## config.mk

```make
export PLATFORM = sky130hd
export DESIGN_NAME = aska_spi_host_flat
export DESIGN_NICKNAME = d
export VERILOG_FILES = /design/src/rtl/aska_spi_host_if.sv /design/src/rtl/aska_spi_host.sv /design/src/flat_wrapper.sv
export SDC_FILE = /design/constraint.sdc
export NUM_CORES = 1
export LEC_CHECK = 0
export CORE_MARGIN = 4
export CORE_UTILIZATION = 50
export CTS_BUF_LIST = sky130_fd_sc_hd__clkbuf_2 sky130_fd_sc_hd__clkbuf_4 sky130_fd_sc_hd__clkbuf_8
export CTS_CLUSTER_DIAMETER = 40
export DETAILED_ROUTE_END_ITERATION = 6
export PLACE_DENSITY = 0.8
export RECOVER_POWER = 25
export SYNTH_ARGS = -nofsm -noshare
export SYNTH_HDL_FRONTEND = slang
export SYNTH_SLANG_ARGS = --single-unit
```

## constraint.sdc

```tcl
create_clock -name clk -period 4.41 [get_ports clk]
set_clock_uncertainty 0.2 [all_clocks]
set_input_delay 1.323 -clock clk [delete_from_list [all_inputs] [get_ports clk]]
set_output_delay 1.323 -clock clk [all_outputs]
set_load 0.02 [all_outputs]
```

## src/rtl/aska_spi_host_if.sv

```systemverilog
// aska_spi_host_if: request handshake and SPI pins of aska_spi_host (master = requester, slave = host block)
interface aska_spi_host_if;
  logic        start;
  logic [1:0]  addr;
  logic [31:0] wdata;
  logic        ready;
  logic        busy;
  logic        done;
  logic        SPI_CS;
  logic        SPI_Clk;
  logic        SPI_MOSI;
  modport master(output start, addr, wdata, input ready, busy, done, SPI_CS, SPI_Clk, SPI_MOSI);
  modport slave(input start, addr, wdata, output ready, busy, done, SPI_CS, SPI_Clk, SPI_MOSI);
endinterface

```

## src/rtl/aska_spi_host.sv

```systemverilog
// aska_spi_host: SPI mode-0 master sending 40-bit ASKA register-write frames (clk, resetn, bus); ASKA_SPI_HOST_QUEUE_EN adds a 2-entry request FIFO
module aska_spi_host #(
  parameter int CLK_DIV = 2
) (
  input logic           clk,
  input logic           resetn,
  aska_spi_host_if.slave bus
);
  typedef enum logic [2:0] {IDLE, SETUP, LOW, HIGH, HOLD, GAP} state_t;
  localparam logic [7:0] PH = 8'(CLK_DIV - 1);
  state_t state;
  logic [7:0] phase;
  logic [5:0] bit_cnt;
  logic [38:0] sr;
  logic gap_half, busy_q, done_q, cs_q, sclk_q, mosi_q, launch;
  logic [33:0] req;
`ifdef ASKA_SPI_HOST_QUEUE_EN
  logic [33:0] fifo [2];
  logic [1:0] cnt;
  logic push, pop;
  always_comb begin
    pop = state == IDLE && cnt != 2'd0;
    launch = state == IDLE && (pop || bus.start);
    push = bus.start && !cnt[1] && !(state == IDLE && cnt == 2'd0);
    req = pop ? fifo[0] : {bus.addr, bus.wdata};
  end
  always_ff @(posedge clk or negedge resetn)
    if (!resetn) begin
      cnt <= 2'd0;
      fifo[0] <= '0;
      fifo[1] <= '0;
    end else begin
      cnt <= cnt + 2'(push) - 2'(pop);
      if (pop) fifo[0] <= fifo[1];
      if (push) fifo[cnt[0] & ~pop] <= {bus.addr, bus.wdata};
    end
  assign bus.ready = ~cnt[1];
`else
  assign launch = state == IDLE && bus.start;
  assign req = {bus.addr, bus.wdata};
  assign bus.ready = ~busy_q;
`endif
  always_ff @(posedge clk or negedge resetn)
    if (!resetn) begin
      state <= IDLE;
      phase <= 8'd0;
      bit_cnt <= 6'd0;
      sr <= '0;
      gap_half <= 1'b0;
      busy_q <= 1'b0;
      done_q <= 1'b0;
      cs_q <= 1'b1;
      sclk_q <= 1'b0;
      mosi_q <= 1'b0;
    end else begin
      done_q <= 1'b0;
      phase <= phase - 8'd1;
      case (state)
        IDLE: begin
          phase <= PH;
          bit_cnt <= 6'd0;
          if (launch) begin
            state <= SETUP;
            sr <= {5'b00000, req};
            mosi_q <= 1'b1;
            cs_q <= 1'b0;
            busy_q <= 1'b1;
          end
        end
        SETUP: if (phase == 8'd0) begin
          state <= LOW;
          phase <= PH;
        end
        LOW: if (phase == 8'd0) begin
          state <= HIGH;
          phase <= PH;
          sclk_q <= 1'b1;
        end
        HIGH: if (phase == 8'd0) begin
          phase <= PH;
          sclk_q <= 1'b0;
          if (bit_cnt == 6'd39) state <= HOLD;
          else begin
            state <= LOW;
            bit_cnt <= bit_cnt + 6'd1;
            sr <= {sr[37:0], 1'b0};
            mosi_q <= sr[38];
          end
        end
        HOLD: if (phase == 8'd0) begin
          state <= GAP;
          phase <= PH;
          cs_q <= 1'b1;
          gap_half <= 1'b0;
        end
        GAP: if (phase == 8'd0) begin
          phase <= PH;
          gap_half <= 1'b1;
          if (gap_half) begin
            state <= IDLE;
            busy_q <= 1'b0;
            done_q <= 1'b1;
            mosi_q <= 1'b0;
          end
        end
        default: state <= IDLE;
      endcase
    end
  assign bus.busy = busy_q;
  assign bus.done = done_q;
  assign bus.SPI_CS = cs_q;
  assign bus.SPI_Clk = sclk_q;
  assign bus.SPI_MOSI = mosi_q;
endmodule

```

## src/flat_wrapper.sv

```systemverilog
// flat-port wrapper written by rule: the top's interface ports become plain ports
module aska_spi_host_flat 
#(
  parameter int CLK_DIV = 2
)
  (clk, resetn, bus_start, bus_addr, bus_wdata, bus_ready, bus_busy, bus_done, bus_SPI_CS, bus_SPI_Clk, bus_SPI_MOSI);
  aska_spi_host_if bus_i ();
  input logic clk;
  input logic resetn;
  input wire logic [$bits(bus_i.start)-1:0] bus_start;
  input wire logic [$bits(bus_i.addr)-1:0] bus_addr;
  input wire logic [$bits(bus_i.wdata)-1:0] bus_wdata;
  output wire logic [$bits(bus_i.ready)-1:0] bus_ready;
  output wire logic [$bits(bus_i.busy)-1:0] bus_busy;
  output wire logic [$bits(bus_i.done)-1:0] bus_done;
  output wire logic [$bits(bus_i.SPI_CS)-1:0] bus_SPI_CS;
  output wire logic [$bits(bus_i.SPI_Clk)-1:0] bus_SPI_Clk;
  output wire logic [$bits(bus_i.SPI_MOSI)-1:0] bus_SPI_MOSI;
  assign bus_i.start = bus_start;
  assign bus_i.addr = bus_addr;
  assign bus_i.wdata = bus_wdata;
  assign bus_ready = bus_i.ready;
  assign bus_busy = bus_i.busy;
  assign bus_done = bus_i.done;
  assign bus_SPI_CS = bus_i.SPI_CS;
  assign bus_SPI_Clk = bus_i.SPI_Clk;
  assign bus_SPI_MOSI = bus_i.SPI_MOSI;
  aska_spi_host #(.CLK_DIV(CLK_DIV)) u_core (.clk(clk), .resetn(resetn), .bus(bus_i));
endmodule
```

Word level (Yosys, flattened, before mapping)
Index checks and enable logic that the tools add are counted.
{ "word_totals": {"output_inout_bits": 6, "word_cells": 79, "ff_bits": 62, "input_bits": 37} }
{ "op_classes": {"bitwise_logic": 1, "n_addsub": 2, "n_reduce_logical": 18, "muxes": 34, "eq_ne": 14} }
{ "op_table": {"columns": ["cell", "count"], "rows": [
  ["39-bit two-way mux", 3],
  ["39-bit case mux with 2 select lines", 1],
  ["3-bit two-way mux", 8],
  ["3-bit case mux with 6 select lines", 1],
  ["8-bit case mux with 2 select lines", 1],
  ["2-bit by 1-bit != test with 1-bit output, second input constant", 7],
  ["6-bit two-way mux", 2],
  ["6-bit case mux with 2 select lines", 1],
  ["3-bit AND reduction", 4],
  ["1-bit two-way mux", 11],
  ["2-bit nonzero test", 5],
  ["8-bit zero test", 1],
  ["8-bit two-way mux", 1],
  ["1-bit case mux with 2 select lines", 4],
  ["4-bit AND reduction", 2],
  ["8-bit by 1-bit subtractor with 8-bit output, second input constant", 1],
  ["7-bit AND reduction", 1],
  ["6-bit by 1-bit adder with 6-bit output, second input constant", 1],
  ["3-bit by 2-bit == test with 1-bit output, second input constant", 2],
  ["3-bit == test, second input constant", 2],
  ["6-bit == test, second input constant", 1],
  ["6-bit AND reduction", 1],
  ["5-bit OR reduction", 1],
  ["3-bit by 1-bit == test with 1-bit output, second input constant", 1],
  ["other kinds (6)", 6]
]} }

Depth between registers and ports, before layout
Gate-level depths: netlist of the first run.
{ "depth": {"word_depth": 4, "ltp_mapped": 8, "mapped_depth_nobuf": 6} }

Worst setup path before layout of the first run
Ideal clock, no wire load.
{ "synth_timing": {"path_type": "input to register", "startpoint": "input bus_start", "endpoint": "register u_core.sr[28]", "n_path_buf": 1, "setup_slack_ns": 2.080, "stages": 4, "setup_ns": 0.123, "arrival_ns": 2.007, "t_required_ns": 4.087, "cell_sequence": "nand2_1 > o21ai_4 > buf_6 > o221a_2"} }
{ "synth_between": {"elab_chain_cells": 3} }
{ "synth_lines": {"columns": ["element", "line_no", "source"], "rows": [
  ["start, declared", "flat_wrapper.sv:10", "input wire logic [$bits(bus_i.start)-1:0] bus_start;"],
  ["1-bit logical AND", "aska_spi_host.sv:39", "assign launch = state == IDLE && bus.start;"],
  ["2-bit by 1-bit != test with 1-bit output (no line)", null, null],
  ["4-bit AND reduction (no line)", null, null],
  ["end signal, assigned", "aska_spi_host.sv:64", "sr <= {5'b00000, req};"],
  ["end signal, assigned", "aska_spi_host.sv:86", "sr <= {sr[37:0], 1'b0};"],
  ["end, declared", "aska_spi_host.sv:14", "logic [38:0] sr;"]
]} }
No other way between the ends.
A chain may end at the register's enable or synchronous reset.

Worst setup path in the final report of the first run
{ "layout_timing": {"startpoint": "register u_core.phase[2]", "endpoint": "register u_core.sr[20]"} }
{ "layout_between": {"elab_chain_cells": 3} }
{ "layout_lines": {"columns": ["element", "line_no", "source"], "rows": [
  ["start, declared", "aska_spi_host.sv:12", "logic [7:0] phase;"],
  ["start signal, assigned", "aska_spi_host.sv:57", "phase <= phase - 8'd1;"],
  ["8-bit zero test", "aska_spi_host.sv:79", "HIGH: if (phase == 8'd0) begin"],
  ["2-bit by 1-bit != test with 1-bit output (no line)", null, null],
  ["4-bit AND reduction (no line)", null, null]
]} }
No other way between the ends.

==> flow_summary.json, run 1 <==
{
  "path_max_fanout": 34,
  "grt_pass1_vias": 2109,
  "cap_violations": 1,
  "power.density_nw_per_um2": 544.8,
  "ff2ff_path_depth": 4,
  "cts_tree": "yes",
  "ys_seq_area_share_pct": 51.24,
  "cp-endpoint": "u_core.sr[20]",
  "syn-num-nets": 307,
  "die_w_um": 85.85,
  "worst-setup-path-type": "flop to flop",
  "min_period_ns": 3.377,
  "path_clk_slew_ns": 0.07,
  "die_y_um": 85.85,
  "num_vias": 2183,
  "hold_violations": 0,
  "start_util_pct": 51.49,
  "rows": 28,
  "clock_power_share_pct": 26.5,
  "wl_met2_mm": 2.889,
  "yosys-top-cells-area": "dfrtp_1 (50%), o221a_1 (11%), nand2b_1 (6.6%)",
  "cts_max_level": 3,
  "status": "finished, violations left",
  "grt_pass1_wl_mm": 10.09,
  "internal-power_w": 0.001397,
  "synth_top_area_share_pct": 50.37,
  "rrSetupSlack_ns": 1.03,
  "routed_wl_mm": 5.859,
  "required_ns": 4.47,
  "grt_use_total_pct": 17.33,
  "hold_class": "flop to flop",
  "grt_overflow": 0,
  "drt-wirelength-per-cell_um": 15.10,
  "coreArea_um2": 5886,
  "first_iter_violations": 225,
  "synth-main-ff-cell": "dfrtp_1",
  "post_cts_buffers": 0,
  "final_nets": 348,
  "drt.antenna.violating_nets": 0,
  "synth_seq_cells": 62,
  "root_buffer": "clkbuf_8",
  "io_buffers": 42,
  "combPwrFrac_pct": 24.3,
  "max_clock_freq_mhz": 296.1,
  "crit_path_end_kind": "flop",
  "drive_above_1_share_pct": 9.904,
  "start_kind": "flop",
  "synth.most_common_cell": "dfrtp_1",
  "final-setup-viol-count": 0,
  "syn2layout_area_growth_pct": 20.31,
  "fin_crit_sh_pct": 76.58,
  "crit_start": "u_core.phase[2]",
  "dr.pass1.iters": 4,
  "syn_inst": 267,
  "rsz0062_at_grt": "no",
  "ir_drop_mv": 0.2899,
  "yosysUniqueCellTypes": 47,
  "cp.arrival_ns": 3.44,
  "p_leak_nw": 1.461,
  "die-area_um2": 7370,
  "violations": "capacitance limit, slew limit",
  "topRoutingLayerUsed": "met4",
  "synth_edf_count": 0,
  "wl_met3_um": 209,
  "cts_num_sinks": 62,
  "vias_per_cell": 5.626,
  "antenna_cells": 0,
  "grt_max_degree": 46,
  "async_flop_share_pct": 100.0,
  "insertion_delay_ns": 0.33,
  "maxSlewViolCount": 46,
  "r2r-start": "u_core.phase[2]",
  "slew_headroom_pct": -53.62,
  "setup_tns_ns": 0,
  "seq_power_share_pct": 49.2,
  "finalCoreUtilization_pct": 61.95,
  "holdBufCountCts": 0,
  "route.detailed.drc": 0,
  "syn-cell-area_um2": 3030,
  "dp_hpwl_mm": 4.046,
  "numCtsBuffers": 9,
  "reg2reg_to": "u_core.sr[20]",
  "yosysWarnings": 0,
  "wl_met1_mm": 2.649,
  "tightest_slew_ns": 2.304,
  "synth_area_leader_cell": "dfrtp_1",
  "p_switching_w": 0.0005899,
  "antenna_found_initial": 0,
  "synthTopCellsByCount": "dfrtp_1 (61), nand2b_1 (32), o221a_1 (30)",
  "swShare_pct": 29.69,
  "ctsResizeCount": 0,
  "clk_path_buf_depth": 2,
  "num_io_pins": 43,
  "syn_avg_cell_area_um2": 11.35,
  "place_congestion": 0.8208
}
## critical path, cell delays in order (launching register included)
cell     delay (ns)
dfrtp_1        0.42
nor4_1         1.04
nand2_1        0.50
o21ai_4        0.79
o221a_1        0.34
## cell type report
cell class / instances / area [µm²]
fill: 496 / 2240
sequential: 62 / 1553
multi-input combinational: 183 / 1318
timing repair buffer: 45 / 436.7
clock buffer: 14 / 180.2
tap: 75 / 93.84
clock inverter: 2 / 38.79
inverter: 7 / 26.28
## routing by layer
metal  vias up  track usage (%)
met2        45            27.68
met3        13            2.594
met5         -                0
met4         0            8.058
li1       1052                -
met1      1073            23.36
## worst min-delay path by stage
| stage | from | end | cells past startpoint |
|---|---|---|---|
| after global placement | u_core.bus.SPI_Clk | u_core.bus.SPI_Clk | 2 |
| after floorplan | u_core.bit_cnt[0] | u_core.bit_cnt[0] | 1 |
| after detailed placement | u_core.bus.SPI_Clk | u_core.bus.SPI_Clk | 2 |
| after CTS | u_core.sr[35] | u_core.sr[36] | 2 |
| after global routing | u_core.sr[35] | u_core.sr[36] | 2 |
| final | u_core.sr[35] | u_core.sr[36] | 2 |
## power groups by stage
stage	sequential, W	clock, W	combinational, W
global route	0.00101	0.000568	0.000538
CTS	0.000984	0.000540	0.000495
global placement	0.000985	0	0.000469
detailed placement	0.000984	0	0.000497
finish	0.000978	0.000526	0.000483
floorplan	0.000940	0	0.000392
## per-stage QoR
stage / area, µm² / setup slack (ns) / total power, W / cells / hold slack [ns]
after floorplan: 3030 / 2.080 / 0.001332 / 267 / 0.2827
after global placement: 3446 / 1.369 / 0.001453 / 372 / 0.2945
after detailed placement: 3446 / 1.327 / 0.001481 / 372 / 0.3120
after CTS: 3665 / 1.389 / 0.002019 / 388 / 0.3274
after global routing: 3646 / 0.6820 / 0.002114 / 388 / 0.3326
final: 3646 / 1.033 / 0.001986 / 388 / 0.3259
## registers in the layout, indices dropped and copies added (netlist names)
name                 flops
u_core.sr               39
u_core.bus.done          1
u_core.gap_half          1
u_core.bus.SPI_CS        1
u_core.bus.busy          1
u_core.bus.SPI_Clk       1
u_core.phase             8
u_core.bus.SPI_MOSI      1
u_core.bit_cnt           6
u_core.state             3
## layout by cell type (no fill, tap or decap), drive strengths merged, types with 5 or more instances in the layout
cell type	count
a21oi	6
dfrtp	61
clkbuf	15
nand3	5
o21ai	9
o221a	33
nor2	17
mux2i	6
clkdlybuf4s50	41
inv	7
nand2b	32
nand2	27
## kinds of logic after synthesis
family / after synthesis / synth area share (%)
xor gates and xnor gates: 6 / 1.734
buffers and inverters: 22 / 4.707
adders and majority gates: 3 / 1.239
and+or+nand+nor: 107 / 19.90
muxes: 7 / 2.353
AOI/OAI and AO/OA: 60 / 18.83
DFF: 62 / 51.24
Power figures use the tool's default switching activity.
==> run 2: changes to the inputs <==
==> constraint.sdc (replaced) <==
create_clock -name clk -period 3.3 [get_ports clk]
set_clock_uncertainty 0.2 [all_clocks]
set_input_delay 0.99 -clock clk [delete_from_list [all_inputs] [get_ports clk]]
set_output_delay 0.99 -clock clk [all_outputs]
set_load 0.02 [all_outputs]
==> flow_summary.json, run 2 (synthesis gave the netlist of run 1 again) <==
{
  "status": "finished, violations left",
  "violations": "capacitance limit",
  "power_w": 0.002640,
  "dpl-instance-area_um2": 3473,
  "first_iter_violations": 174,
  "finalCoreUtilization_pct": 62.29,
  "grt_overflow": 0,
  "largest_register_ffs": 39,
  "num_io_pins": 43,
  "dr.pass1.iters": 4,
  "die_w_um": 85.85,
  "place_congestion": 0.7989,
  "critPathMaxStageDelay_ns": 0.60,
  "die_y_um": 85.85,
  "path_buf_inv": 1,
  "clk_path_buf_depth": 2,
  "antenna_found_initial": 0,
  "vias_per_cell": 5.544,
  "critical_path.top_delay_family": "buffers and inverters",
  "grt_use_total_pct": 18.07,
  "die-area_um2": 7370,
  "reg2reg_to": "u_core.sr[21]",
  "insertion_delay_ns": 0.35,
  "numCtsBuffers": 9,
  "grt_max_degree": 37,
  "p_leak_nw": 1.455,
  "ir_drop_mv": 0.4171,
  "required_ns": 2.11,
  "antenna_cells": 0,
  "cp.depth": 1,
  "slew_headroom_pct": 0.1238,
  "maxSlewViolCount": 0,
  "rsz0062_at_grt": "no",
  "layout_commonest_cell": "dfrtp_1",
  "cpMaxStageDelayCell": "clkdlybuf4s50_1",
  "num_vias": 2162,
  "cts_max_level": 3,
  "path_max_fanout": 3,
  "final_cell_mix": "dfrtp_1 (61), clkdlybuf4s50_1 (41), nand2b_1 (32)",
  "grt_pass1_wl_mm": 10.32,
  "start_kind": "flop",
  "nFillCells": 478,
  "worst-setup-path-type": "flop to primary output",
  "tightest_slew_ns": 1.498,
  "grt_pass1_vias": 2122,
  "start_util_pct": 51.49,
  "min_period_ns": 2.678,
  "post_cts_buffers": 0,
  "hold_violations": 0,
  "final_nets": 350,
  "path_clk_slew_ns": 0.07,
  "largestRegisters": "u_core.sr (39), u_core.phase (8), u_core.bit_cnt (6)",
  "final-setup-viol-count": 0,
  "rrSetupSlack_ns": 0.68,
  "root_buffer": "clkbuf_8",
  "hold_class": "flop to flop",
  "power.density_nw_per_um2": 720.2,
  "design_area_um2": 3666,
  "route.detailed.drc": 0,
  "fin_crit_sh_pct": 81.15,
  "drive_above_1_share_pct": 11.11,
  "cts_num_sinks": 62,
  "cp.arrival_ns": 1.49,
  "rows": 28,
  "ctsResizeCount": 0,
  "cp-endpoint": "bus_SPI_CS",
  "cts_tree": "yes",
  "r2r-start": "u_core.phase[0]",
  "setup_tns_ns": 0,
  "dp_hpwl_mm": 4.087,
  "drt-wirelength-per-cell_um": 15.31,
  "routed_wl_mm": 5.972,
  "top_register": "u_core.sr",
  "max_clock_freq_mhz": 373.4,
  "crit_path_end_kind": "primary output",
  "ff2ff_path_depth": 6,
  "crit_path_cell_trace": "clkdlybuf4s50_1",
  "syn2layout_area_growth_pct": 20.97,
  "cap_violations": 1,
  "drt.antenna.violating_nets": 0,
  "holdBufCountCts": 0,
  "crit_start": "u_core.bus.SPI_CS",
  "io_buffers": 42,
  "coreArea_um2": 5886
}
==> run 2: power breakdown <==
| part | internal (W) | switching (W) |
|---|---|---|
| Sequential | 0.00107 | 0.000250 |
| Combinational | 0.000379 | 0.000290 |
| Clock | 0.000354 | 0.000295 |
| Total | 0.00181 | 0.000834 |
==> run 2: per-layer routing <==
metal,global-route usage [%],share of wire (%)
met1,23.58,45
met2,27.19,47
met3,4.515,4.9
met4,10.79,3.2
met5,0,0
==> run 2: final cells by class <==
cell class / count / area, µm² / area share (%)
clock inverters: 6 / 62.56 / 1.706
multi-input cells: 183 / 1335 / 36.42
clock buffers: 10 / 131.4 / 3.584
well taps: 75 / 93.84 / 2.560
repair buffers: 47 / 464.2 / 12.66
flip-flops and latches: 62 / 1553 / 42.35
inverters: 7 / 26.28 / 0.7167
==> run 2: worst min path at each step <==
stage / startpoint / endpoint / slack [ns] / depth (start not counted)
final: u_core.sr[35] / u_core.sr[36] / 0.32 / 2
after global routing: u_core.bus.SPI_Clk / u_core.bus.SPI_Clk / 0.35 / 2
after CTS: u_core.sr[35] / u_core.sr[36] / 0.32 / 2
after floorplan: u_core.bit_cnt[0] / u_core.bit_cnt[0] / 0.28 / 1
after global placement: u_core.bus.SPI_Clk / u_core.bus.SPI_Clk / 0.30 / 2
after detailed placement: u_core.bus.SPI_Clk / u_core.bus.SPI_Clk / 0.30 / 2
==> run 2: per-stage QoR <==
step           worst slack (ns)  hold WS [ns]  instances
3_3_place_gp             0.7278        0.3028        374
6_report                 0.6220        0.3246        390
2_1_floorplan             1.303        0.2827        267
5_1_grt                  0.5189        0.3488        390
4_1_cts                  0.5964        0.3246        390
3_5_place_dp             0.6927        0.3019        374
